==> config.mk <==
export PLATFORM = sky130hd
export DESIGN_NAME = mem_copy_engine
export DESIGN_NICKNAME = d
export VERILOG_FILES = /design/src/rtl/mem_copy_engine.sv
export SDC_FILE = /design/constraint.sdc
export NUM_CORES = 1
export LEC_CHECK = 0
export CAP_MARGIN = 20
export CORE_MARGIN = 2
export CORE_UTILIZATION = 40
export CTS_BUF_LIST = sky130_fd_sc_hd__clkbuf_16
export CTS_CLUSTER_SIZE = 8
export DETAILED_ROUTE_END_ITERATION = 7
export HOLD_SLACK_MARGIN = 0.08
export PLACE_DENSITY = 0.65
export SYNTH_ARGS = -nofsm -noshare
export SYNTH_HDL_FRONTEND = slang
export SYNTH_SLANG_ARGS = --single-unit
==> constraint.sdc <==
create_clock -name Clk -period 4.08 [get_ports Clk]
set_input_delay 1.224 -clock Clk [delete_from_list [all_inputs] [get_ports Clk]]
set_output_delay 1.224 -clock Clk [all_outputs]
set_load 0.01 [all_outputs]
==> src/rtl/mem_copy_engine.sv <==
// Block-copy bus initiator for a single-port word memory: one read cycle then one write cycle per word.
// Optional fill mode (macro MEM_COPY_FILL_EN) writes a latched constant to N words, one word per cycle.
module mem_copy_engine #(
   parameter int ADDR_WIDTH = 32,
   parameter int DATA_WIDTH = 32,
   parameter int LEN_WIDTH  = 10
) (
   input  logic                  Clk,
   input  logic                  Rst,
   input  logic                  Start,
   input  logic [ADDR_WIDTH-1:0] SrcAddr,
   input  logic [ADDR_WIDTH-1:0] DstAddr,
   input  logic [LEN_WIDTH-1:0]  Length,
`ifdef MEM_COPY_FILL_EN
   input  logic                  FillEn,
   input  logic [DATA_WIDTH-1:0] FillValue,
`endif
   output logic                  Busy,
   output logic                  Done,
   output logic                  Error,
   output logic [ADDR_WIDTH-1:0] Address,
   output logic [DATA_WIDTH-1:0] WriteData,
   output logic                  MemWrite,
   output logic                  MemRead,
   input  logic [DATA_WIDTH-1:0] ReadData
);

   localparam logic [1:0] IDLE  = 2'd0;
   localparam logic [1:0] READ  = 2'd1;
   localparam logic [1:0] WRITE = 2'd2;
   localparam logic [1:0] DONE  = 2'd3;

   localparam logic [ADDR_WIDTH-1:0] WORD_BYTES = ADDR_WIDTH'(3'd4);
   localparam logic [LEN_WIDTH-1:0]  LEN_ZERO   = {LEN_WIDTH{1'b0}};
   localparam logic [LEN_WIDTH-1:0]  LEN_ONE    = LEN_WIDTH'(1'b1);

   logic [1:0]            state_r,     state_s;
   logic [ADDR_WIDTH-1:0] src_ptr_r,   src_ptr_s;
   logic [ADDR_WIDTH-1:0] dst_ptr_r,   dst_ptr_s;
   logic [LEN_WIDTH-1:0]  count_r,     count_s;
   logic [DATA_WIDTH-1:0] data_r,      data_s;
   logic                  fill_mode_r, fill_mode_s;
   logic                  busy_r,      busy_s;
   logic                  done_r,      done_s;
   logic                  error_r,     error_s;
   logic [ADDR_WIDTH-1:0] address_r,   address_s;
   logic                  mem_write_r, mem_write_s;
   logic                  mem_read_r,  mem_read_s;

   logic                  fill_req_s;
   logic [DATA_WIDTH-1:0] fill_value_s;
   logic                  misaligned_s;
   logic [ADDR_WIDTH-1:0] src_next_s;
   logic [ADDR_WIDTH-1:0] dst_next_s;

`ifdef MEM_COPY_FILL_EN
   assign fill_req_s   = FillEn;
   assign fill_value_s = FillValue;
`else
   assign fill_req_s   = 1'b0;
   assign fill_value_s = {DATA_WIDTH{1'b0}};
`endif

   // A fill never reads, so only the destination has to be word-aligned in that mode.
   assign misaligned_s = (DstAddr[1:0] != 2'b00) ||
                         ((SrcAddr[1:0] != 2'b00) && !fill_req_s);

   assign src_next_s = src_ptr_r + WORD_BYTES;
   assign dst_next_s = dst_ptr_r + WORD_BYTES;

   // Next-state and next-output computation; outputs are registered from these values.
   always_comb begin
      state_s     = state_r;
      src_ptr_s   = src_ptr_r;
      dst_ptr_s   = dst_ptr_r;
      count_s     = count_r;
      data_s      = data_r;
      fill_mode_s = fill_mode_r;
      busy_s      = 1'b0;
      done_s      = 1'b0;
      error_s     = 1'b0;
      mem_read_s  = 1'b0;
      mem_write_s = 1'b0;
      address_s   = address_r;
      case (state_r)
         IDLE: begin
            if (Start) begin
               src_ptr_s   = SrcAddr;
               dst_ptr_s   = DstAddr;
               count_s     = Length;
               fill_mode_s = fill_req_s;
               if (misaligned_s) begin
                  state_s = DONE;
                  done_s  = 1'b1;
                  error_s = 1'b1;
               end else if (Length == LEN_ZERO) begin
                  state_s = DONE;
                  done_s  = 1'b1;
               end else if (fill_req_s) begin
                  state_s     = WRITE;
                  busy_s      = 1'b1;
                  mem_write_s = 1'b1;
                  address_s   = DstAddr;
                  data_s      = fill_value_s;
               end else begin
                  state_s    = READ;
                  busy_s     = 1'b1;
                  mem_read_s = 1'b1;
                  address_s  = SrcAddr;
               end
            end else begin
               state_s = IDLE;
            end
         end
         READ: begin
            state_s     = WRITE;
            data_s      = ReadData;
            busy_s      = 1'b1;
            mem_write_s = 1'b1;
            address_s   = dst_ptr_r;
         end
         WRITE: begin
            count_s   = count_r - LEN_ONE;
            src_ptr_s = src_next_s;
            dst_ptr_s = dst_next_s;
            if (count_r == LEN_ONE) begin
               state_s = DONE;
               done_s  = 1'b1;
            end else if (fill_mode_r) begin
               state_s     = WRITE;
               busy_s      = 1'b1;
               mem_write_s = 1'b1;
               address_s   = dst_next_s;
            end else begin
               state_s    = READ;
               busy_s     = 1'b1;
               mem_read_s = 1'b1;
               address_s  = src_next_s;
            end
         end
         DONE: begin
            state_s = IDLE;
         end
         default: begin
            state_s = IDLE;
         end
      endcase
   end

   // State and output registers with synchronous reset; a reset mid-copy simply abandons the block.
   always_ff @(posedge Clk) begin
      if (Rst) begin
         state_r     <= IDLE;
         src_ptr_r   <= {ADDR_WIDTH{1'b0}};
         dst_ptr_r   <= {ADDR_WIDTH{1'b0}};
         count_r     <= {LEN_WIDTH{1'b0}};
         data_r      <= {DATA_WIDTH{1'b0}};
         fill_mode_r <= 1'b0;
         busy_r      <= 1'b0;
         done_r      <= 1'b0;
         error_r     <= 1'b0;
         address_r   <= {ADDR_WIDTH{1'b0}};
         mem_write_r <= 1'b0;
         mem_read_r  <= 1'b0;
      end else begin
         state_r     <= state_s;
         src_ptr_r   <= src_ptr_s;
         dst_ptr_r   <= dst_ptr_s;
         count_r     <= count_s;
         data_r      <= data_s;
         fill_mode_r <= fill_mode_s;
         busy_r      <= busy_s;
         done_r      <= done_s;
         error_r     <= error_s;
         address_r   <= address_s;
         mem_write_r <= mem_write_s;
         mem_read_r  <= mem_read_s;
      end
   end

   assign Busy      = busy_r;
   assign Done      = done_r;
   assign Error     = error_r;
   assign Address   = address_r;
   assign WriteData = data_r;
   assign MemWrite  = mem_write_r;
   assign MemRead   = mem_read_r;

endmodule
Yosys cells after proc, flatten, opt, wreduce, memory -nomap -nowiden
Index checks and enable logic that the tools add are counted.
{ "op_classes": {"add_sub_neg": 3, "eq_ne": 8, "mux": 29, "n_bitwise": 2, "reduce_logical": 10} }
{ "op_table": {"columns": ["op", "count"], "rows": [
  ["$mux W32", 6],
  ["$pmux W32 S2", 2],
  ["$pmux W32 S3", 1],
  ["$add A32 B3 Y32 const B", 2],
  ["$pmux W10 S2", 1],
  ["$eq A10 B1 Y1 const B", 1],
  ["$logic_not A10 Y1", 1],
  ["$mux W1", 10],
  ["$mux W10", 1],
  ["$sub A10 B1 Y10 const B", 1],
  ["$mux W2", 4],
  ["$ne A2 B2 Y1 const B", 4],
  ["$pmux W2 S4", 1],
  ["$reduce_bool A2 Y1", 3],
  ["$reduce_and A5 Y1", 1],
  ["$eq A2 B2 Y1 const B", 2],
  ["$pmux W1 S2", 2],
  ["$pmux W1 S3", 1],
  ["$reduce_bool A3 Y1", 1],
  ["$reduce_or A3 Y1", 1],
  ["$eq A2 B1 Y1 const B", 1],
  ["$logic_not A2 Y1", 1],
  ["$not A1 Y1", 2],
  ["$reduce_and A2 Y1", 1],
  ["$logic_or A1 B1 Y1", 1]
]} }
{ "totals": {"register_bits": 145, "output_inout_bits": 69, "word_cells": 63} }

Longest topological paths before layout
Gate-level depths: netlist of run 1.
{ "logic_depth": {"word_depth": 5, "depth_mapped": 11, "depth_no_buf": 7} }

Least setup slack after synthesis of run 1
No wires, ideal clock.
{ "synth_timing": {"path_type": "input -> register", "startpoint": "input port Length[2]", "endpoint": "register address_r[10] (netlist: Address[10])", "setup_ns": 0.070, "t_arrival_ns": 2.822, "setup_slack_ns": 1.188, "path_stages": 7, "path_cell_list": "or4_1 > o311ai_1 > a21o_1 > buf_2 > buf_2 > nand2_1 > a21oi_1"} }
{ "synth_between": {"elab_chain_cells": 3} }
{ "synth_rtl": {"columns": ["element", "line", "rtl"], "rows": [
  ["start: declaration", "13", "input logic [LEN_WIDTH-1:0] Length,"],
  ["$logic_not A10 Y1", "96", "end else if (Length == LEN_ZERO) begin"],
  ["$ne A2 B2 Y1 (no line)", null, null],
  ["$reduce_and A5 Y1 (no line)", null, null],
  ["end signal: assignment", "162", "address_r <= {ADDR_WIDTH{1'b0}};"],
  ["end signal: assignment", "175", "address_r <= address_s;"],
  ["end: declaration", "46", "logic [ADDR_WIDTH-1:0] address_r, address_s;"]
]} }
No other way between the ends.
A chain may end at the register's enable or synchronous reset.

Worst setup path in the final report of run 1
{ "layout_timing": {"startpoint": "input port Length[2]", "endpoint": "register address_r[6] (netlist: Address[6])"} }
Same word-level chain as after synthesis.

==> results by group, run 1 <==
CTS
  – Clock Latency Late Sink: 0.44 ns
  – Hold-fix buffers, CTS: 0
  – Post-CTS Setup Repair Bufs: 0
  – Cts repair resizes: 0
  – Clock Tree Buf Depth: 2
  – Clock root cell: clkbuf_16
  – CTS sink count: 145
  – Num CTS Buffers: 17
  – CTS tree: built
  – H-tree lvl count: 4
  – Clk pin slew, worst setup/hold paths: 0.07 ns

Global routing
  – Vias in the first global route: roughly 8100
  – First-pass GRT wire length: 43.0 mm
  – Total Routing Usage GR: 0.245
  – GR Overflow Total: 0
  – Initial antenna violation count: 0
  – Pin count of the biggest net entering global routing: ~140

STA
  – Final max-slew violation count: 0
  – Worst slew pin tran: a little over 0.8 ns
  – Slew headroom: 0.432
  – # setup viols final: 0
  – Max Clock Skew: about 0.011 ns
  – Final hold viol count: 0
  – Fin crit share: 0.800
  – Max Fclk: about 300 MHz
  – Fin Setup TNS: 0 ns
  – Min Hold Slack: around 0.45 ns
  – RSZ-0062 raised after global routing: no
  – Fin worst setup slack: slightly above 0.8 ns
  – Period minus WS final: between 3 and 4 ns

Critical path
  – Worst path slowest cell: or4_1
  – Worst stage delay on the critical path: 0.57 ns
  – Startpoint Class: primary input
  – CP top delay family: simple AND/OR/NAND/NOR gates
  – Critical path required time: about 4.4 ns
  – WP buf/inv: 1
  – Arrival time worst endpoint: ~3.6 ns
  – CP max FO: 9
  – Crit-path cells: clkdlybuf4s50_1 > or4_1 > o311ai_1 > a21oi_1 > nand2_1 > o21ai_0
  – WS Path Type: in -> reg
  – Worst setup EP type: register

Outcome
  – Status: finished, final reports clean

Detailed routing
  – First DRT Iteration DRCs: between 600 and 700
  – DRT Pass-1 Iters: 7
  – Antenna-violating nets left: 0
  – Vias: 8596
  – Vias per inst: 5.90
  – WL final: around 27 mm
  – WL per Instance: around 19 um
  – DRC: 0

Cells and area
  – Fin nets: about 1300
  – Final Core Density: 0.532
  – Ratio of cells with drive above 1 in the final layout: 0.0581
  – Layout area overhead: 31.4%
  – Ant. Diodes: 0
  – Fin cells: 1458

Synth
  – Mapped Avg Cell Area: roughly 7.8 um^2
  – Synthesized net count: between 1000 and 1500
  – Post-synth top area cell: dfxtp_1
  – Register area share after synthesis: 0.355
  – Synthesized area: just over 8000 um^2
  – Mapped Cells: between 1000 and 1500
  – Count leader, synth: dfxtp_1
  – EDFF count, synth: 0
  – Synth cell count leaders: 145 x dfxtp_1, 112 x nor2_1, 95 x nand2_1
  – Ranking of synthesized cells by area: dfxtp_1 36%, a21oi_1 5.3%, mux2i_1 5.1%, nor2_1 5.1%, nand2_1 4.4%
  – Synth top area share: 0.355
  – Distinct cells, synth: 68
  – Flops & latches, synth: ~150
  – Top FF cell, synth: dfxtp_1
  – Synth Warn #: 0
  – Asr flop ratio synth: 0

Die
  – I/O pins: ~180
  – Die extent in y: between 100 and 150 um
  – Die area: 21600 um^2
  – Die width: 147 um
  – # rows: 52
  – Core area: ~20000 um^2
  – Initial Util: 0.405

Pwr
  – Static leakage: between 3 and 4 nW
  – Pwr Density: around 450 nW/um^2
  – VDD IR-drop max: ~0.31 mV

Placement
  – DPL Wire Length: between 15 and 20 mm
  – Placed cells: 1426
  – Gpl congestion: approximately 0.90
  – IO Port Bufs: roughly 180
  – Pre-CTS setup slack: a little under 0.4 ns

Hold path
  – Hold Crit Class: reg -> reg

Flow run
  – Max cap viols: 0
cells by family (layout without fill, tap and decap cells):
logic type | Yosys count | in the layout | share of synthesized area
simple gates | 426 | 426 | 0.266
buf+inv | 107 | 241 | 0.0504
flops | 145 | 145 | 0.355
xor+xnor | 9 | 9 | 0.00965
fa+ha+maj | 9 | 9 | 0.0138
mux | 46 | 46 | 0.0570
compound gates | 312 | 312 | 0.248
path summary, 6_finish.rpt:
path                start  cells after the start  slack (ns)     endpoint
max             Length[2]                      6        0.82   Address[6]
min           Address[18]                      2        0.45  Address[18]
max reg2reg  src_ptr_r[2]                      6        1.10  Address[26]
min reg2reg   Address[18]                      2        0.45  Address[18]
worst reg2reg max path: cells and delay by family (launching register included):
| family | cells | cell delay, ns |
|---|---|---|
| AOI/OAI and AO/OA | 3 | 1.06 |
| adders and majority gates | 1 | 0.34 |
| DFF | 1 | 0.46 |
| and+or+nand+nor | 2 | 1.00 |
routing by layer:
layer,global-route usage,up-vias,share of wire
li1,-,4167,-
met1,0.335,4076,0.46
met2,0.381,318,0.44
met3,0.0677,35,0.082
met4,0.0683,0,0.016
met5,0,-,0
registers in the layout, indices dropped and copies added (netlist names):
register,count
MemWrite,1
count_r,10
Address,32
Busy,1
dst_ptr_r,32
Done,1
src_ptr_r,32
Error,1
state_r,2
MemRead,1
WriteData,32
final cells by class:
cell class	count	area [um^2]
clock buffers	17	425
clock inverters	15	160
fillers	1966	9440
inverters	15	56.3
multi-input cells	802	4900
flip-flops and latches	145	2900
well taps	270	338
repair buffers	194	1950
per-stage QoR:
step / instance area [um^2] / total power, W
after detailed placement: 10100 / 0.00323
after global placement: 10100 / 0.00322
after global routing: 10700 / 0.00503
final: 10700 / 0.00479
after CTS: 10700 / 0.00480
after floorplan: 8170 / 0.00263
cell usage in the layout (no fill, tap or decap), types with 15 or more instances in the layout:
cell type        netlist  routed
nand2_1               95      95
o21ai_0               66      66
dfxtp_1              145     145
mux2i_1               42      41
nor4_1                29      29
nor3_1                29      29
o31ai_1               17      17
nor2_1               112     112
nand3_1               36      36
clkdlybuf4s50_1        0     176
nor2b_1               24      24
and3_1                15      15
a21oi_1               87      87
clkbuf_16              0      17
power by group:
part / leakage (nW) / internal (W) / switching (W) / total [W]
logic: 2.19 / 0.000637 / 0.000774 / 0.00141
clock network: 0.285 / 0.000821 / 0.000748 / 0.00157
registers: 1.19 / 0.00160 / 0.000207 / 0.00181
(Power assumes the default switching activity.)
==> run 2: changes to the inputs <==
--- a/config.mk
+++ b/config.mk
@@ -12,7 +12,7 @@
 export CTS_CLUSTER_SIZE = 8
 export DETAILED_ROUTE_END_ITERATION = 7
 export HOLD_SLACK_MARGIN = 0.08
-export PLACE_DENSITY = 0.65
+export PLACE_DENSITY = 0.68
 export SYNTH_ARGS = -nofsm -noshare
 export SYNTH_HDL_FRONTEND = slang
 export SYNTH_SLANG_ARGS = --single-unit
==> constraint.sdc (replaced) <==
create_clock -name Clk -period 2.7 [get_ports Clk]
set_input_delay 0.81 -clock Clk [delete_from_list [all_inputs] [get_ports Clk]]
set_output_delay 0.81 -clock Clk [all_outputs]
set_load 0.01 [all_outputs]
==> run 2 against run 1 <==
Effect of this change: clock power is 57% higher; critical path depth is 2 higher; utilization is 1.9 points higher; cell count is 2.9% higher; power is 55% higher; hold slack hardly changed; via count is 2.0% higher; clock skew is 0.00057 ns lower; global-route usage is 0.22 points higher; die area stayed put; design area is 3.7% higher; critical path type unchanged; critical endpoint is now Address[21]; largest power group unchanged.
==> results by group, run 2 (synthesized netlist as in run 1, its figures left out) <==
CTS
  – Clock Tree Buf Depth: 2
  – CTS tree: built
  – Post-CTS Setup Repair Bufs: 0
  – Clock root cell: clkbuf_16
  – Clock Latency Late Sink: 0.45 ns
  – Hold-fix buffers, CTS: 0
  – Num CTS Buffers: 17
  – H-tree lvl count: 4
  – CTS sink count: approximately 150
  – Clk pin slew, worst setup/hold paths: 0.07 ns

Die
  – # rows: 52
  – Core area: 20200 um^2
  – Initial Util: 0.405
  – Die extent in y: between 100 and 150 um
  – Die area: between 20000 and 25000 um^2
  – I/O pins: 178
  – Die width: 147 um

STA
  – Slew headroom: 0.546
  – Period minus WS final: 2.60 ns
  – Fin crit share: 0.963
  – Worst slew pin tran: between 0.6 and 0.7 ns
  – Max Fclk: between 300 and 400 MHz
  – # setup viols final: 0
  – Fin worst setup slack: between 0.09 and 0.1 ns
  – Final hold viol count: 0
  – RSZ-0062 raised after global routing: no
  – Final max-slew violation count: 0
  – Max Clock Skew: around 0.010 ns

Critical path
  – Critical path required time: about 3.0 ns
  – Arrival time worst endpoint: a little under 3 ns
  – R2R Setup Slk: around 0.24 ns
  – R2r startpoint: src_ptr_r[4]
  – Reg2reg path depth: 6
  – Worst R2R End: Address[19]
  – CP max FO: 23
  – Worst setup EP type: register
  – WS Path Type: in -> reg
  – Setup crit start: Length[2]
  – Startpoint Class: primary input

Global routing
  – First-pass GRT wire length: 43.0 mm
  – Pin count of the biggest net entering global routing: 141
  – Vias in the first global route: 8257
  – GR Overflow Total: 0
  – Total Routing Usage GR: 0.247
  – Initial antenna violation count: 0

Cells and area
  – Layout area overhead: 36.2%
  – Ant. Diodes: 0
  – Most frequent cells in the layout: 176 x clkdlybuf4s50_1, 145 x dfxtp_1, 112 x nor2_1
  – Ratio of cells with drive above 1 in the final layout: 0.0911
  – Fin nets: ~1300
  – Reg area: between 2000 and 3000 um^2
  – Fin cells: 1500
  – Fillers: around 1900
  – Commonest non-fill, non-tap cell in the layout: clkdlybuf4s50_1
  – Multi-input gate area: about 5000 um^2
  – Post-Layout Inst Area: 11100 um^2

Placement
  – DPL Wire Length: ~19 mm
  – Pre-CTS setup slack: -0.450 ns
  – Area post-placement: 10500 um^2
  – Placed cells: 1468
  – Gpl congestion: slightly above 0.9
  – IO Port Bufs: ~180

Detailed routing
  – DRT Pass-1 Iters: 6
  – Vias: around 8800
  – WL per Instance: approximately 18 um
  – WL final: 27.2 mm
  – Vias per inst: 5.85
  – DRC: 0
  – First DRT Iteration DRCs: about 830
  – Antenna-violating nets left: 0

Outcome
  – Status: finished, final reports clean

Hold path
  – Hold Startpoint: Address[0]
  – Hold path cells: 2
  – WHS Endpoint: Address[0]
  – Hold Crit Class: reg -> reg

Pwr
  – Tot Pwr: around 0.0074 W
  – Static leakage: roughly 4 nW
  – Pwr Density: about 670 nW/um^2
  – VDD IR-drop max: a little over 0.6 mV

Flow run
  – Max cap viols: 0
[run 2: stage by stage]
stage	utilization	hold WS, ns	TNS, ns
finish	0.552	0.454	0
global route	0.552	0.477	0
CTS	0.551	0.457	0
detailed placement	0.522	0.448	-11.48
global placement	0.522	0.443	-10.79
floorplan	-	0.446	0
[run 2: how the worst max path moves through the flow]
stage,cells past startpoint,slack (ns),end
final,8,0.1,Address[21]
after detailed placement,9,-0.45,Address[17]
after floorplan,7,0.22,Address[10]
after global placement,8,-0.41,Address[12]
after CTS,9,0.01,Address[25]
after global routing,8,0.03,Address[30]
[run 2: what timing repair did]
| item | CTS | global route |
|---|---|---|
| setup endpoints to repair | 0 | 9 |
| resized for setup | 0 | 1 |
| endpoints found under the hold margin | 0 | 0 |
[run 2: layout make-up]
type	count	share of cell area
Multi-Input combinational cell	802	0.441
Inverter	15	0.00506
Clock inverter	15	0.0154
Sequential cell	145	0.261
Clock buffer	17	0.0382
Tap cell	270	0.0304
Timing Repair Buffer	236	0.209
[run 2: routing by layer]
layer,vias to the layer above,track usage,wire length [um]
met5,-,0,0
met4,0,0.0774,617
li1,4241,-,-
met2,376,0.391,12400
met3,45,0.0733,2550
met1,4108,0.327,11700
[run 2: report_power, final]
part | switching [W] | total (W) | internal (W) | leakage [nW]
registers | 0.000308 | 0.00273 | 0.00242 | 1.19
logic | 0.00118 | 0.00226 | 0.00107 | 2.42
clock network | 0.00107 | 0.00246 | 0.00139 | 0.297
[run 2: worst max-delay path, stage by stage]
cell and delay, ns:
clkdlybuf4s50_1 0.45, or4_1 0.57, o311ai_1 0.39, a21o_1 0.22
buf_12 0.17, buf_12 0.16, nand3_1 0.09, o41ai_1 0.07
==> edit 1, RTL diff (config.mk and constraints of run 1) <==
Set the parameter `LEN_WIDTH` to 5 (it was 10).
--- a/src/rtl/mem_copy_engine.sv
+++ b/src/rtl/mem_copy_engine.sv
@@ -3,7 +3,7 @@
 module mem_copy_engine #(
    parameter int ADDR_WIDTH = 32,
    parameter int DATA_WIDTH = 32,
-   parameter int LEN_WIDTH  = 10
+   parameter int LEN_WIDTH  = 5
 ) (
    input  logic                  Clk,
    input  logic                  Rst,
Interface: changed (resized Length); port bits go from 178 to 173. No check against the original RTL was run, so the function may have changed too.
==> edit 1 against run 1 <==
  * Count of clock-buffer cells in the layout unchanged
  * Power fell by 3.3%
  * Fmax up 5.5%
  * Largest cell class unchanged
  * Final area fell by 1.8%
  * Highest routed layer is now met5
  * Critical path depth unchanged
  * Non-clock buffer count decreased by 6
  * Wire length shrank 4.3%
  * Synthesized area shrank 0.77%
  * Sequential power fell by 4%
  * Setup slack better by 0.17 ns
  * Sequential cell count shrank 5
  * Hold slack better by 0.0055 ns
==> edit 1: results (changes against run 1) <==
Top cells by count, synth: 140 x dfxtp_1, 106 x nand2_1, 97 x nor2_1
Area share of the largest cell type after synthesis: 34.6% (-0.96 points)
Seq/Total Area, Yosys: 34.6% (-0.96 points)
Area share of fa/ha/maj cells after synthesis: 1.39% (+0.011 points)
Dpl cell area: 9960 um^2 (-1.8%)
Mux share of post-synthesis cell area: 6.25% (+0.55 points)
Compound-Gate Fraction of Synth Area: 25.3% (+0.44 points)
Via-per-instance ratio: 5.84 (-1.0%)
Crit path max-delay cell type: a221o_2
Critical Path Source: SrcAddr[0]
Routability cong.: 0.878 (-2.4%)
Worst Skew: 0.0149 ns (+0.00408 ns)
Worst reg2reg path depth: 7 (+1)
GRT Total Usage: 23.9% (-0.58 points)
Max Clk Rate: 323 MHz (+5.5%)
First-pass GRT wire length: 41500 um (-3.5%)
Fillers: 1972 (+0.31%)
Synth area leaders: dfxtp_1 35%, mux2i_1 5.6%, a21oi_1 5.3%, nand2_1 4.9%, nor2_1 4.5%
Arrival time worst endpoint: 3.42 ns (-0.15 ns)
Syn Nets: 1135 (-3.2%)
Share of cells above drive strength 1: 8.49% (+2.7 points)
Largest delay contributor family on the critical path: compound AO/OA/AOI/OAI gates
Nets: 1254 (-3.0%)
Critical Path Fanout Max: 17 (+8)
Initial antenna violation count: 2 (+2)
Vias in the first global route: 7711 (-4.2%)
Drt initial violations: 740 (+13%)
Routed len/inst: 18.2 um (-2.0%)
Buffers on Ports: 172 (-2.8%)
FF-to-FF Start: state_r[0]
Resized cells post-CTS: 0 (unchanged)
First-pass DRT Iterations: 5 (-2)
WHS: 0.460 ns (+0.00553 ns)
Final wirelength: 25900 um (-4.3%)
Mapped Cells: 1022 (-3.0%)
Dpl cells: 1392 (-2.4%)
Net Sw Frac: 35.6% (-0.53 points)
Post-Place Setup Slack: 0.515 ns (+0.125 ns)
Reg2reg setup slack: 1.32 ns (+0.22 ns)
Post-DP HPWL: 17700 um (-2.7%)
Hold path startpoint: Address[9]
Largest net degree at the start of global routing: 69 (-51%)
Status: complete, no violations
[edit 1: cell count changes after synthesis, sizes merged, moves of 9 or more]
| cell | delta |
|---|---|
| buf | +18 |
| clkbuf | -22 |
| nand2 | +11 |
| nand3b | -12 |
| nand4 | +11 |
| nor2 | -15 |
| nor4 | -9 |
| o211ai | +9 |
| o31ai | -14 |
[edit 1: kinds of logic after synthesis]
logic type,count (synthesis)
compound gates,300
xor+xnor,10
fa+ha+maj,9
buf+inv,107
flops,140
mux,50
simple gates,406
[edit 1: worst paths after layout]
check | end
max | Address[13]
max reg2reg | dst_ptr_r[28]
min | Address[9]
min reg2reg | Address[9]
[edit 1: tightest hold or removal path, stage by stage (launching register included)]
cell and delay [ns]:
dfxtp_1 0.31, nand2_1 0.05, a21oi_1 0.05
[edit 1: power by group through the flow]
| stage | registers, W | logic, W | clock network, W |
|---|---|---|---|
| after CTS | 0.00172 | 0.00137 | 0.00156 |
| after global placement | 0.00175 | 0.00135 | 0 |
| after global routing | 0.00175 | 0.00150 | 0.00162 |
| final | 0.00173 | 0.00137 | 0.00154 |
| after detailed placement | 0.00175 | 0.00137 | 0 |
| after floorplan | 0.00174 | 0.000828 | 0 |
[edit 1: area by class of cell]
type,count,area share [%]
Multi-Input combinational cell,775,46.4
Sequential cell,140,26.6
Timing Repair Buffer,188,17.7
Clock buffer,17,4.04
Tap cell,270,3.21
Clock inverter,15,1.39
Inverter,19,0.677
[edit 1: per-layer routing]
metal  track usage (%)  routed length, um  vias to the layer above
met1              31.7              11500                     3906
met4              6.70                387                        2
met3              7.12               2190                       36
met5                 0                 13                        -
met2              37.9              11800                      338
li1                  -                  -                     4028
==> edit 2, RTL diff (config.mk and constraints of run 1) <==
Without the edit above. Make the reset (`Rst`) asynchronous in one clocked block. Comments in the files are not updated.
--- a/src/rtl/mem_copy_engine.sv
+++ b/src/rtl/mem_copy_engine.sv
@@ -148,7 +148,7 @@
    end
 
    // State and output registers with synchronous reset; a reset mid-copy simply abandons the block.
-   always_ff @(posedge Clk) begin
+   always_ff @(posedge Clk or posedge Rst) begin
       if (Rst) begin
          state_r     <= IDLE;
          src_ptr_r   <= {ADDR_WIDTH{1'b0}};
Behaviour: differs if Rst is asserted again (counterexample within 4 cycles, from zero or initial values and one cycle with Rst high); with Rst held inactive, the same outputs for 4 cycles.
==> edit 2 against run 1 <==
  * Setup slack improved by 0.28 ns
  * Wire length decreased by 7.4%
  * Global-route usage decreased by 1.5 points
  * Final area increased by 3.6%
  * Via count decreased by 8.9%
  * First-iteration DRC count decreased by 2.3%
  * Sequential share of layout area increased by 5.6 points
  * Synthesized area increased by 3.3%
  * Sequential cell count unchanged
  * Die area increased by 3.2%
  * Largest cell class unchanged
Power is not compared: it rests on default switching activity, and its combinational part moved more than twofold at a synthesized area within 25%.
==> edit 2: results (changes against run 1) <==
Status: complete, no violations
GRT Total Usage: 23.0% (-1.5 points)
Root Buffer: clkbuf_16
First-pass GRT wire length: 40700 um (-5.3%)
Postcts setup bufs: 0 (unchanged)
Syn Nets: 1082 (-7.7%)
RR Endpoint: Address[28]
Clock Latency Late Sink: 0.43 ns
FF-to-FF Start: src_ptr_r[2]
Async SR Flop Fraction: 100% (+100 points)
Nets: 1218 (-5.8%)
Worst Skew: 0.0128 ns (+0.00205 ns)
Vias: 7835 (-8.9%)
Vias in the first global route: 7480 (-7.1%)
Routability cong.: 0.837 (-7.0%)
Routed len/inst: 18.1 um (-2.7%)
Arrival time worst endpoint: 3.31 ns (-0.26 ns)
Top cells by count, synth: 145 x dfrtp_1, 117 x nand2_1, 93 x a21oi_1
Headroom to the max-slew limit: 40.3% (-3.0 points)
Seq/Total Area, Yosys: 43.0% (+7.5 points)
Reg2reg setup slack: 1.34 ns (+0.24 ns)
Synth area leaders: dfrtp_1 43%, a21oi_1 5.5%, nand2_1 5.2%, mux2_2 4.4%, o21ai_0 4.2%
Crit path max-delay cell type: nor4_1
Share of cells above drive strength 1: 9.35% (+3.5 points)
Largest net degree at the start of global routing: 87 (-38%)
Critical Path Fanout Max: 33 (+24)
Hold endpoint: Address[10]
Post-DP HPWL: 17400 um (-4.5%)
First-pass DRT Iterations: 5 (-2)
Hold path startpoint: Address[10]
Drt initial violations: 641 (-2.3%)
Yosys cell types: 64 (-5.9%)
edit 2: layout make-up:
cell class,instances,area [um^2]
inverters,15,60.1
clock inverters,14,213
multi-input cells,727,4470
flip-flops and latches,145,3630
fillers,1986,9770
repair buffers,194,1970
well taps,275,344
clock buffers,17,425
edit 2: logic make-up after synthesis:
logic type | Yosys count | synth area share (%)
flip-flops | 145 | 43.0
adder cells (fa/ha/maj) | 9 | 1.33
buffers and inverters | 92 | 4.43
AND/OR/NAND/NOR | 350 | 21.0
XOR/XNOR | 12 | 1.25
multiplexers | 53 | 6.78
AO/OA/AOI/OAI | 303 | 22.2
edit 2: per-layer routing:
layer,part of all wire (%),up-vias,GRT usage [%],wire length [um]
met3,5.9,34,4.34,1480
met5,0,-,0,0
li1,-,3829,-,-
met4,2.0,0,7.00,504
met1,47,3735,33.5,11800
met2,45,237,34.6,11200
edit 2: worst max path at each step:
stage	startpoint	to	slack, ns	cells after the start
after floorplan	Rst	Address[0]	1.04	1
after global placement	Length[0]	Address[5]	0.73	7
after detailed placement	SrcAddr[1]	Address[21]	0.69	7
after CTS	SrcAddr[1]	Address[8]	1.13	6
after global routing	Length[0]	Address[21]	0.98	7
final	Length[0]	Address[23]	1.09	7
edit 2: through the flow:
step | power, W | instance area (um^2) | setup WS (ns) | instances | hold slack, ns
after floorplan | 0.00592 | 8440 | 1.04 | 964 | 0.451
after detailed placement | 0.00773 | 10500 | 0.690 | 1356 | 0.473
after CTS | 0.00948 | 11100 | 1.13 | 1387 | 0.486
final | 0.00947 | 11100 | 1.09 | 1387 | 0.481
after global placement | 0.00763 | 10500 | 0.733 | 1356 | 0.463
after global routing | 0.0102 | 11100 | 0.983 | 1387 | 0.510
